===== src/rtl/mips_multicycle_ctrl_if.sv =====
// Control bundle between the multicycle MIPS controller (master) and its datapath (slave).
// The opcode and zero flag flow to the controller; enables, selects and debug state flow back.
interface mips_multicycle_ctrl_if;
  logic [5:0] op;
  logic       zero;
  logic       iord;
  logic       memwrite;
  logic       irwrite;
  logic       regdst;
  logic       memtoreg;
  logic       regwrite;
  logic       alusrca;
  logic       branch;
  logic       pcwrite;
  logic [1:0] alusrcb;
  logic [1:0] pcsrc;
  logic [1:0] aluop;
  logic       zeroext;
  logic       pcen;
  logic       illegal_op;
  logic [3:0] state;

  modport master (
    input  op, zero,
    output iord, memwrite, irwrite, regdst, memtoreg, regwrite, alusrca, branch,
           pcwrite, alusrcb, pcsrc, aluop, zeroext, pcen, illegal_op, state
  );

  modport slave (
    output op, zero,
    input  iord, memwrite, irwrite, regdst, memtoreg, regwrite, alusrca, branch,
           pcwrite, alusrcb, pcsrc, aluop, zeroext, pcen, illegal_op, state
  );
endinterface


===== src/rtl/mips_multicycle_ctrl.sv =====
// Moore FSM controller for a multicycle MIPS32 datapath (lw, sw, R-type, beq, addi, j).
// Define MIPS_CTRL_ORI_EN to add ori support; otherwise ori is illegal and zeroext stays 0.
module mips_multicycle_ctrl (
  input  logic                       clk,
  input  logic                       rst,
  mips_multicycle_ctrl_if.master     bus
);

  localparam logic [5:0] OP_RTYPE = 6'b000000;
  localparam logic [5:0] OP_J     = 6'b000010;
  localparam logic [5:0] OP_BEQ   = 6'b000100;
  localparam logic [5:0] OP_ADDI  = 6'b001000;
  localparam logic [5:0] OP_ORI   = 6'b001101;
  localparam logic [5:0] OP_LW    = 6'b100011;
  localparam logic [5:0] OP_SW    = 6'b101011;

  typedef enum logic [3:0] {
    FETCH   = 4'd0,
    DECODE  = 4'd1,
    MEMADR  = 4'd2,
    MEMRD   = 4'd3,
    MEMWB   = 4'd4,
    MEMWR   = 4'd5,
    RTYPEEX = 4'd6,
    RTYPEWB = 4'd7,
    BEQEX   = 4'd8,
    ADDIEX  = 4'd9,
    ADDIWB  = 4'd10,
    JEX     = 4'd11,
    ORIEX   = 4'd12,
    ORIWB   = 4'd13
  } state_e;

  typedef struct packed {
    logic       iord;
    logic       memwrite;
    logic       irwrite;
    logic       regdst;
    logic       memtoreg;
    logic       regwrite;
    logic       alusrca;
    logic       branch;
    logic       pcwrite;
    logic [1:0] alusrcb;
    logic [1:0] pcsrc;
    logic [1:0] aluop;
    logic       zeroext;
  } ctrl_t;

  state_e state_q, state_d;
  logic   illegal_op_q, illegal_op_d;
  ctrl_t  ctrl;

  // NOTE: state flops use non-blocking assignments so every flop samples pre-edge values.
  always_ff @(posedge clk) begin
    if (!rst) begin
      state_q      <= FETCH;
      illegal_op_q <= 1'b0;
    end else begin
      state_q      <= state_d;
      illegal_op_q <= illegal_op_d;
    end
  end

  // NOTE: every signal written here gets a default first, so no path can infer a latch.
  always_comb begin
    state_d      = FETCH;
    illegal_op_d = 1'b0;
    ctrl         = '0;
    case (state_q)
      FETCH: begin
        ctrl.irwrite = 1'b1;
        ctrl.alusrcb = 2'b01;
        ctrl.pcwrite = 1'b1;
        state_d      = DECODE;
      end
      DECODE: begin
        // Branch target is computed here, speculatively, while the opcode is decoded.
        ctrl.alusrcb = 2'b11;
        case (bus.op)
          OP_LW, OP_SW: state_d = MEMADR;
          OP_RTYPE:     state_d = RTYPEEX;
          OP_BEQ:       state_d = BEQEX;
          OP_ADDI:      state_d = ADDIEX;
          OP_J:         state_d = JEX;
`ifdef MIPS_CTRL_ORI_EN
          OP_ORI:       state_d = ORIEX;
`endif
          default: begin
            state_d      = FETCH;
            illegal_op_d = 1'b1;
          end
        endcase
      end
      MEMADR: begin
        ctrl.alusrca = 1'b1;
        ctrl.alusrcb = 2'b10;
        state_d      = (bus.op == OP_LW) ? MEMRD : MEMWR;
      end
      MEMRD: begin
        ctrl.iord = 1'b1;
        state_d   = MEMWB;
      end
      MEMWB: begin
        ctrl.memtoreg = 1'b1;
        ctrl.regwrite = 1'b1;
      end
      MEMWR: begin
        ctrl.iord     = 1'b1;
        ctrl.memwrite = 1'b1;
      end
      RTYPEEX: begin
        ctrl.alusrca = 1'b1;
        ctrl.aluop   = 2'b10;
        state_d      = RTYPEWB;
      end
      RTYPEWB: begin
        ctrl.regdst   = 1'b1;
        ctrl.regwrite = 1'b1;
      end
      BEQEX: begin
        ctrl.alusrca = 1'b1;
        ctrl.aluop   = 2'b01;
        ctrl.pcsrc   = 2'b01;
        ctrl.branch  = 1'b1;
      end
      ADDIEX: begin
        ctrl.alusrca = 1'b1;
        ctrl.alusrcb = 2'b10;
        state_d      = ADDIWB;
      end
      ADDIWB: begin
        ctrl.regwrite = 1'b1;
      end
      JEX: begin
        ctrl.pcsrc   = 2'b10;
        ctrl.pcwrite = 1'b1;
      end
`ifdef MIPS_CTRL_ORI_EN
      ORIEX: begin
        ctrl.alusrca = 1'b1;
        ctrl.alusrcb = 2'b10;
        ctrl.aluop   = 2'b11;
        ctrl.zeroext = 1'b1;
        state_d      = ORIWB;
      end
      ORIWB: begin
        ctrl.regwrite = 1'b1;
      end
`endif
      default: begin
        // Unreachable encodings drive nothing and recover to FETCH.
        state_d = FETCH;
      end
    endcase
  end

  assign bus.iord       = ctrl.iord;
  assign bus.memwrite   = ctrl.memwrite;
  assign bus.irwrite    = ctrl.irwrite;
  assign bus.regdst     = ctrl.regdst;
  assign bus.memtoreg   = ctrl.memtoreg;
  assign bus.regwrite   = ctrl.regwrite;
  assign bus.alusrca    = ctrl.alusrca;
  assign bus.branch     = ctrl.branch;
  assign bus.pcwrite    = ctrl.pcwrite;
  assign bus.alusrcb    = ctrl.alusrcb;
  assign bus.pcsrc      = ctrl.pcsrc;
  assign bus.aluop      = ctrl.aluop;
  assign bus.zeroext    = ctrl.zeroext;
  assign bus.pcen       = ctrl.pcwrite | (ctrl.branch & bus.zero);
  assign bus.illegal_op = illegal_op_q;
  assign bus.state      = state_q;

endmodule


===== src/flat_wrapper.sv =====
// flat-port wrapper written by rule: the top's interface ports become plain ports
module mips_multicycle_ctrl_flat 
  (clk, rst, bus_op, bus_zero, bus_iord, bus_memwrite, bus_irwrite, bus_regdst, bus_memtoreg, bus_regwrite, bus_alusrca, bus_branch, bus_pcwrite, bus_alusrcb, bus_pcsrc, bus_aluop, bus_zeroext, bus_pcen, bus_illegal_op, bus_state);
  mips_multicycle_ctrl_if bus_i ();
  input  logic clk;
  input  logic rst;
  input wire logic [$bits(bus_i.op)-1:0] bus_op;
  input wire logic [$bits(bus_i.zero)-1:0] bus_zero;
  output wire logic [$bits(bus_i.iord)-1:0] bus_iord;
  output wire logic [$bits(bus_i.memwrite)-1:0] bus_memwrite;
  output wire logic [$bits(bus_i.irwrite)-1:0] bus_irwrite;
  output wire logic [$bits(bus_i.regdst)-1:0] bus_regdst;
  output wire logic [$bits(bus_i.memtoreg)-1:0] bus_memtoreg;
  output wire logic [$bits(bus_i.regwrite)-1:0] bus_regwrite;
  output wire logic [$bits(bus_i.alusrca)-1:0] bus_alusrca;
  output wire logic [$bits(bus_i.branch)-1:0] bus_branch;
  output wire logic [$bits(bus_i.pcwrite)-1:0] bus_pcwrite;
  output wire logic [$bits(bus_i.alusrcb)-1:0] bus_alusrcb;
  output wire logic [$bits(bus_i.pcsrc)-1:0] bus_pcsrc;
  output wire logic [$bits(bus_i.aluop)-1:0] bus_aluop;
  output wire logic [$bits(bus_i.zeroext)-1:0] bus_zeroext;
  output wire logic [$bits(bus_i.pcen)-1:0] bus_pcen;
  output wire logic [$bits(bus_i.illegal_op)-1:0] bus_illegal_op;
  output wire logic [$bits(bus_i.state)-1:0] bus_state;
  assign bus_i.op = bus_op;
  assign bus_i.zero = bus_zero;
  assign bus_iord = bus_i.iord;
  assign bus_memwrite = bus_i.memwrite;
  assign bus_irwrite = bus_i.irwrite;
  assign bus_regdst = bus_i.regdst;
  assign bus_memtoreg = bus_i.memtoreg;
  assign bus_regwrite = bus_i.regwrite;
  assign bus_alusrca = bus_i.alusrca;
  assign bus_branch = bus_i.branch;
  assign bus_pcwrite = bus_i.pcwrite;
  assign bus_alusrcb = bus_i.alusrcb;
  assign bus_pcsrc = bus_i.pcsrc;
  assign bus_aluop = bus_i.aluop;
  assign bus_zeroext = bus_i.zeroext;
  assign bus_pcen = bus_i.pcen;
  assign bus_illegal_op = bus_i.illegal_op;
  assign bus_state = bus_i.state;
  mips_multicycle_ctrl u_core (.clk(clk), .rst(rst), .bus(bus_i));
endmodule

===== config.mk =====
export PLATFORM = sky130hd
export DESIGN_NAME = mips_multicycle_ctrl_flat
export DESIGN_NICKNAME = d
export VERILOG_FILES = /design/src/rtl/mips_multicycle_ctrl_if.sv /design/src/rtl/mips_multicycle_ctrl.sv /design/src/flat_wrapper.sv
export SDC_FILE = /design/constraint.sdc
export NUM_CORES = 1
export LEC_CHECK = 0
export CAP_MARGIN = 20
export CORE_MARGIN = 3
export CORE_UTILIZATION = 34
export DETAILED_ROUTE_END_ITERATION = 6
export PLACE_DENSITY = 0.74
export SLEW_MARGIN = 0
export SYNTH_ARGS = -nofsm -noshare
export SYNTH_HDL_FRONTEND = slang
export SYNTH_SLANG_ARGS = --single-unit

===== constraint.sdc =====
create_clock -name clk -period 1.5 [get_ports clk]
set_input_delay 0.3 -clock clk [delete_from_list [all_inputs] [get_ports clk]]
set_output_delay 0.3 -clock clk [all_outputs]
set_load 0.05 [all_outputs]

==> impl_metrics.xml, run 1 <==
<?xml version="1.0" encoding="UTF-8"?>
<metrics>
  <group name="run_status">
    <metric name="outcome" unit="">did not finish</metric>
    <metric name="stop_stage" unit="">3_5_place_dp</metric>
    <metric name="stop_error" unit="">[ERROR DPL-0038] Utilization greater than 100%, impossible to legalize</metric>
  </group>
  <group name="yosys">
    <metric name="postSynth.asyncResetShare" unit="%">0</metric>
    <metric name="synth_top_cells_by_count" unit="">nor2_1 (9), nor3_1 (7), a21oi_1 (6)</metric>
    <metric name="syn_avg_cell_area" unit="sq um">6.782</metric>
    <metric name="synthesis.area" unit="sq um">467.9</metric>
    <metric name="yosys_warnings" unit="">0</metric>
    <metric name="ys.flop_type" unit="">dfxtp_1</metric>
    <metric name="synth.largest_area_cell" unit="">dfxtp_1</metric>
    <metric name="syn-instance-count" unit="">69</metric>
    <metric name="synth-seq-area-share" unit="%">21.39</metric>
    <metric name="number_of_synthesized_flops_with_an_enable_pin" unit="">0</metric>
    <metric name="synth-seq-cells" unit="">5</metric>
    <metric name="synth.area.top_cells" unit="">dfxtp_1 (21%), nor3_1 (7.5%), nor2_1 (7.2%)</metric>
    <metric name="yosysMostFrequentCell" unit="">nor2_1</metric>
    <metric name="yosysUniqueCellTypes" unit="">28</metric>
    <metric name="syn-num-nets" unit="">78</metric>
    <metric name="area_share_of_the_largest_cell_type_after_synthesis" unit="%">21.39</metric>
  </group>
  <group name="placed_design">
    <metric name="placement.io_buffers" unit="">29</metric>
    <metric name="globalplace.congestion" unit="">0.8664</metric>
  </group>
  <group name="floorplan">
    <metric name="die_w" unit="um">43.10</metric>
    <metric name="die_h" unit="um">43.10</metric>
    <metric name="rows" unit="">12</metric>
    <metric name="boundaryPins" unit="">31</metric>
    <metric name="initial_util" unit="%">38.96</metric>
  </group>
</metrics>
## cells by family after synthesis
kind of cell              after synthesis  synth area share [%]
DFF                                     5                 21.39
AOI/OAI and AO/OA                      16                 20.32
buffers and inverters                   8                 8.821
muxes                                   1                 2.139
other                                   1                0.8014
and+or+nand+nor                        35                 40.91
xor gates and xnor gates                3                 5.616
## stage by stage
stage	hold WS (ps)	worst slack, ps	std cells	TNS (ps)
2_1_floorplan	430.9	-350.9	69	-2217
3_3_place_gp	485.9	-151.3	123	-430.3
==> run 2, diff against run 1 <==
--- a/config.mk
+++ b/config.mk
@@ -6,10 +6,10 @@
 export NUM_CORES = 1
 export LEC_CHECK = 0
 export CAP_MARGIN = 20
-export CORE_MARGIN = 3
-export CORE_UTILIZATION = 34
+export CORE_AREA = 3 3 64 66
 export DETAILED_ROUTE_END_ITERATION = 6
-export PLACE_DENSITY = 0.74
+export DIE_AREA = 0 0 67 69
+export PLACE_DENSITY_LB_ADDON = 0.15
 export SLEW_MARGIN = 0
 export SYNTH_ARGS = -nofsm -noshare
 export SYNTH_HDL_FRONTEND = slang
==> impl_metrics.xml, run 2 <==
<?xml version="1.0" encoding="UTF-8"?>
<metrics>
  <group name="layout">
    <metric name="num-fill-cells" unit="">367</metric>
    <metric name="regArea" unit="sq um">112.6</metric>
    <metric name="layout_common_cells" unit="">buf_4 (23), buf_12 (21), buf_6 (8)</metric>
    <metric name="multiInputGateArea" unit="sq um">513.0</metric>
    <metric name="design.final.nets" unit="">137</metric>
    <metric name="fraction_of_layout_instances_using_a_drive_strength_above_1" unit="%">66.14</metric>
    <metric name="insertedDiodeCount" unit="">0</metric>
    <metric name="synthToLayoutAreaGrowth" unit="%">224.9</metric>
    <metric name="most_common_cell_after_layout_fill_and_taps_aside" unit="">buf_4</metric>
    <metric name="largest_reg_flops" unit="">4</metric>
  </group>
  <group name="yosys">
    <metric name="share_of_synthesized_area_spent_on_multiplexers" unit="%">2.139</metric>
    <metric name="synth_top_cells_by_count" unit="">nor2_1 (9), nor3_1 (7), a21oi_1 (6)</metric>
    <metric name="synth_compound_gate_area_share" unit="%">20.32</metric>
    <metric name="synth.area.top_cells" unit="">dfxtp_1 (21%), nor3_1 (7.5%), nor2_1 (7.2%)</metric>
    <metric name="synth-seq-area-share" unit="%">21.39</metric>
    <metric name="yosys_warnings" unit="">0</metric>
    <metric name="synth.largest_area_cell" unit="">dfxtp_1</metric>
    <metric name="fraction_of_synthesized_cell_area_in_xor_and_xnor_cells" unit="%">5.615</metric>
    <metric name="syn_avg_cell_area" unit="sq um">6.782</metric>
    <metric name="synth-seq-cells" unit="">5</metric>
    <metric name="yosysUniqueCellTypes" unit="">28</metric>
    <metric name="syn-num-nets" unit="">78</metric>
    <metric name="number_of_synthesized_flops_with_an_enable_pin" unit="">0</metric>
    <metric name="area_share_of_the_largest_cell_type_after_synthesis" unit="%">21.39</metric>
    <metric name="yosys.area_share.adder" unit="%">0</metric>
    <metric name="ys.flop_type" unit="">dfxtp_1</metric>
    <metric name="yosysMostFrequentCell" unit="">nor2_1</metric>
    <metric name="syn-instance-count" unit="">69</metric>
    <metric name="main_combinational_cell_family_by_area_after_synthesis" unit="">simple AND/OR/NAND/NOR gates</metric>
    <metric name="synthesis.area" unit="sq um">467.9</metric>
    <metric name="simple_gate_portion_of_the_synthesized_area" unit="%">40.91</metric>
    <metric name="postSynth.asyncResetShare" unit="%">0</metric>
  </group>
  <group name="sta">
    <metric name="post-route-worst-setup-slack" unit="ps">-149.7</metric>
    <metric name="maxSlewViolCount" unit="">0</metric>
    <metric name="fin_setup_tns" unit="ps">-785.9</metric>
    <metric name="holdWs" unit="ps">524.9</metric>
    <metric name="max_freq" unit="MHz">606.2</metric>
    <metric name="rsz_0062_raised_after_global_routing" unit="">yes</metric>
    <metric name="finClkSkew" unit="ps">2.047</metric>
    <metric name="post-route-period-util" unit="%">110.0</metric>
    <metric name="setup_viol" unit="">13</metric>
    <metric name="post-route-min-period" unit="ps">1650</metric>
    <metric name="final-hold-violation-count" unit="">0</metric>
  </group>
  <group name="clock_network">
    <metric name="clk-insertion-delay-late" unit="ps">220</metric>
    <metric name="cts_root_buf" unit="">clkbuf_8</metric>
    <metric name="clockBufferDepth" unit="">2</metric>
    <metric name="tritoncts" unit="">built</metric>
    <metric name="cts.clk_slew.worst_paths" unit="ps">40</metric>
    <metric name="count_of_hold_fix_buffers_inserted_at_cts" unit="">0</metric>
    <metric name="clock_sinks" unit="">5</metric>
    <metric name="tritoncts.num_buffers" unit="">3</metric>
    <metric name="clock_tree.htree_level_count" unit="">1</metric>
  </group>
  <group name="grt">
    <metric name="grt_use_total" unit="%">8.439</metric>
    <metric name="antenna_violations_before_repair" unit="">0</metric>
    <metric name="largest_net_degree_at_the_start_of_global_routing" unit="">8</metric>
    <metric name="grt_first_pass_wirelength" unit="um">3063</metric>
    <metric name="total_grt_overflow" unit="">0</metric>
    <metric name="vias_in_the_first_global_route" unit="">736</metric>
  </group>
  <group name="worst_setup_path">
    <metric name="required" unit="ps">1200</metric>
    <metric name="worstSetupEndpointType" unit="">output pin</metric>
    <metric name="crit-reg2reg-launch" unit="">u_core.bus.state[0]</metric>
    <metric name="path_class" unit="">reg -&gt; out</metric>
    <metric name="crit_start" unit="">u_core.bus.state[0]</metric>
    <metric name="critical_path_peak_fanout" unit="">4</metric>
    <metric name="timing.critical_path.arrival" unit="ps">1350</metric>
    <metric name="critPathLaunchType" unit="">register</metric>
    <metric name="reg2reg_slack" unit="ps">110</metric>
  </group>
  <group name="floorplan">
    <metric name="die_h" unit="um">69</metric>
    <metric name="die_w" unit="um">67</metric>
    <metric name="floorplan.core_area" unit="sq mm">0.003633</metric>
    <metric name="die_area" unit="sq mm">0.004623</metric>
    <metric name="rows" unit="">22</metric>
    <metric name="boundaryPins" unit="">31</metric>
    <metric name="initial_util" unit="%">12.88</metric>
  </group>
  <group name="run_status">
    <metric name="failed_checks" unit="">setup timing</metric>
    <metric name="outcome" unit="">complete, but fails checks</metric>
  </group>
  <group name="routing">
    <metric name="antenna_violating_nets_left" unit="">0</metric>
    <metric name="detail_route.drc_violations" unit="">0</metric>
    <metric name="first_iter_violations" unit="">6</metric>
    <metric name="total_wire_length_after_detailed_routing" unit="um">1984</metric>
    <metric name="drt_first_pass_iters" unit="">4</metric>
    <metric name="num_vias" unit="">722</metric>
    <metric name="routed_wire_length_per_instance" unit="um">11.34</metric>
    <metric name="routed_via_density" unit="">4.126</metric>
  </group>
  <group name="power_and_ir_drop">
    <metric name="power_density" unit="mW/mm^2">462.2</metric>
    <metric name="power.ir.vdd_worst" unit="V">0.0001895</metric>
    <metric name="power.static_leakage" unit="uW">0.0006255</metric>
  </group>
  <group name="placed_design">
    <metric name="dp_hpwl" unit="um">1488</metric>
    <metric name="placement.io_buffers" unit="">29</metric>
    <metric name="globalplace.congestion" unit="">0.7584</metric>
  </group>
  <group name="min_path">
    <metric name="hold_start" unit="">bus_op[2]</metric>
    <metric name="hold_path_class" unit="">in -&gt; reg</metric>
  </group>
  <group name="flow_run">
    <metric name="max_cap_viol_count" unit="">0</metric>
  </group>
</metrics>
-- run 2: cell counts after synthesis --
Identical to the previous run, type by type.
-- run 2: cells by family after synthesis --
family                 Yosys count
AND/OR/NAND/NOR                 35
AO/OA/AOI/OAI                   16
buffers and inverters            8
flip-flops                       5
XOR/XNOR                         3
multiplexers                     1
other                            1
-- run 2: report_power, final --
part	leakage (uW)	switching [uW]	internal, uW
sequential	0.0000434	5.59	136
clock	0.0000228	61.9	182
combinational	0.000559	154	163
total	0.000625	222	481
-- run 2: through the flow --
step | setup WS [ps] | std cells | utilization (%) | power, uW | instance area (sq um)
finish | -149.7 | 175 | 41.84 | 702.7 | 1520
CTS | -176.4 | 171 | 39.91 | 706.6 | 1450
global placement | -170.6 | 154 | 33.78 | 422.4 | 1227
global route | -188.2 | 175 | 41.84 | 735.5 | 1520
floorplan | -350.9 | 69 | - | 283.4 | 620.6
detailed placement | -184.7 | 154 | 33.78 | 424.3 | 1227
-- run 2: what timing repair did --
item,4_1_cts,5_1_grt
setup endpoints to repair,13,16
hold endpoints to repair,0,0
buffers inserted,13,4
gates resized for setup,20,8
cloned,0,0
pin swaps,10,10
-- run 2: routing by layer --
metal | track usage, % | share of wire, % | routed length [um] | vias up
met3 | 1.466 | 6.1 | 122 | 2
li1 | - | - | - | 361
met1 | 7.882 | 38 | 752 | 334
met5 | 0 | 0 | 0 | -
met2 | 16.27 | 55 | 1092 | 25
met4 | 4.730 | 0.81 | 16 | 0
-- run 2: final cells by class --
cell class,instances,share of cell area [%]
multi-input combinational,56,33.74
inverter,1,0.2469
clock buffer,4,2.963
tap,48,3.951
sequential,5,7.407
timing repair buffer,61,51.69
-- run 2: path summary, 6_finish.rpt --
path                            depth (start not counted)             endpoint
worst max-delay path                                    4          bus_pcwrite
worst min-delay path                                    4  u_core.bus.state[1]
worst max register to register                          7  u_core.bus.state[2]
worst min register to register                          2  u_core.bus.state[0]
-- run 2: critical path, cell delays in order, from the launching register on --
cell	delay [ps]
dfxtp_4	350
or3_4	380
a21oi_4	170
buf_6	120
buf_12	120
Note: power is estimated with default switching activity, not from simulation.
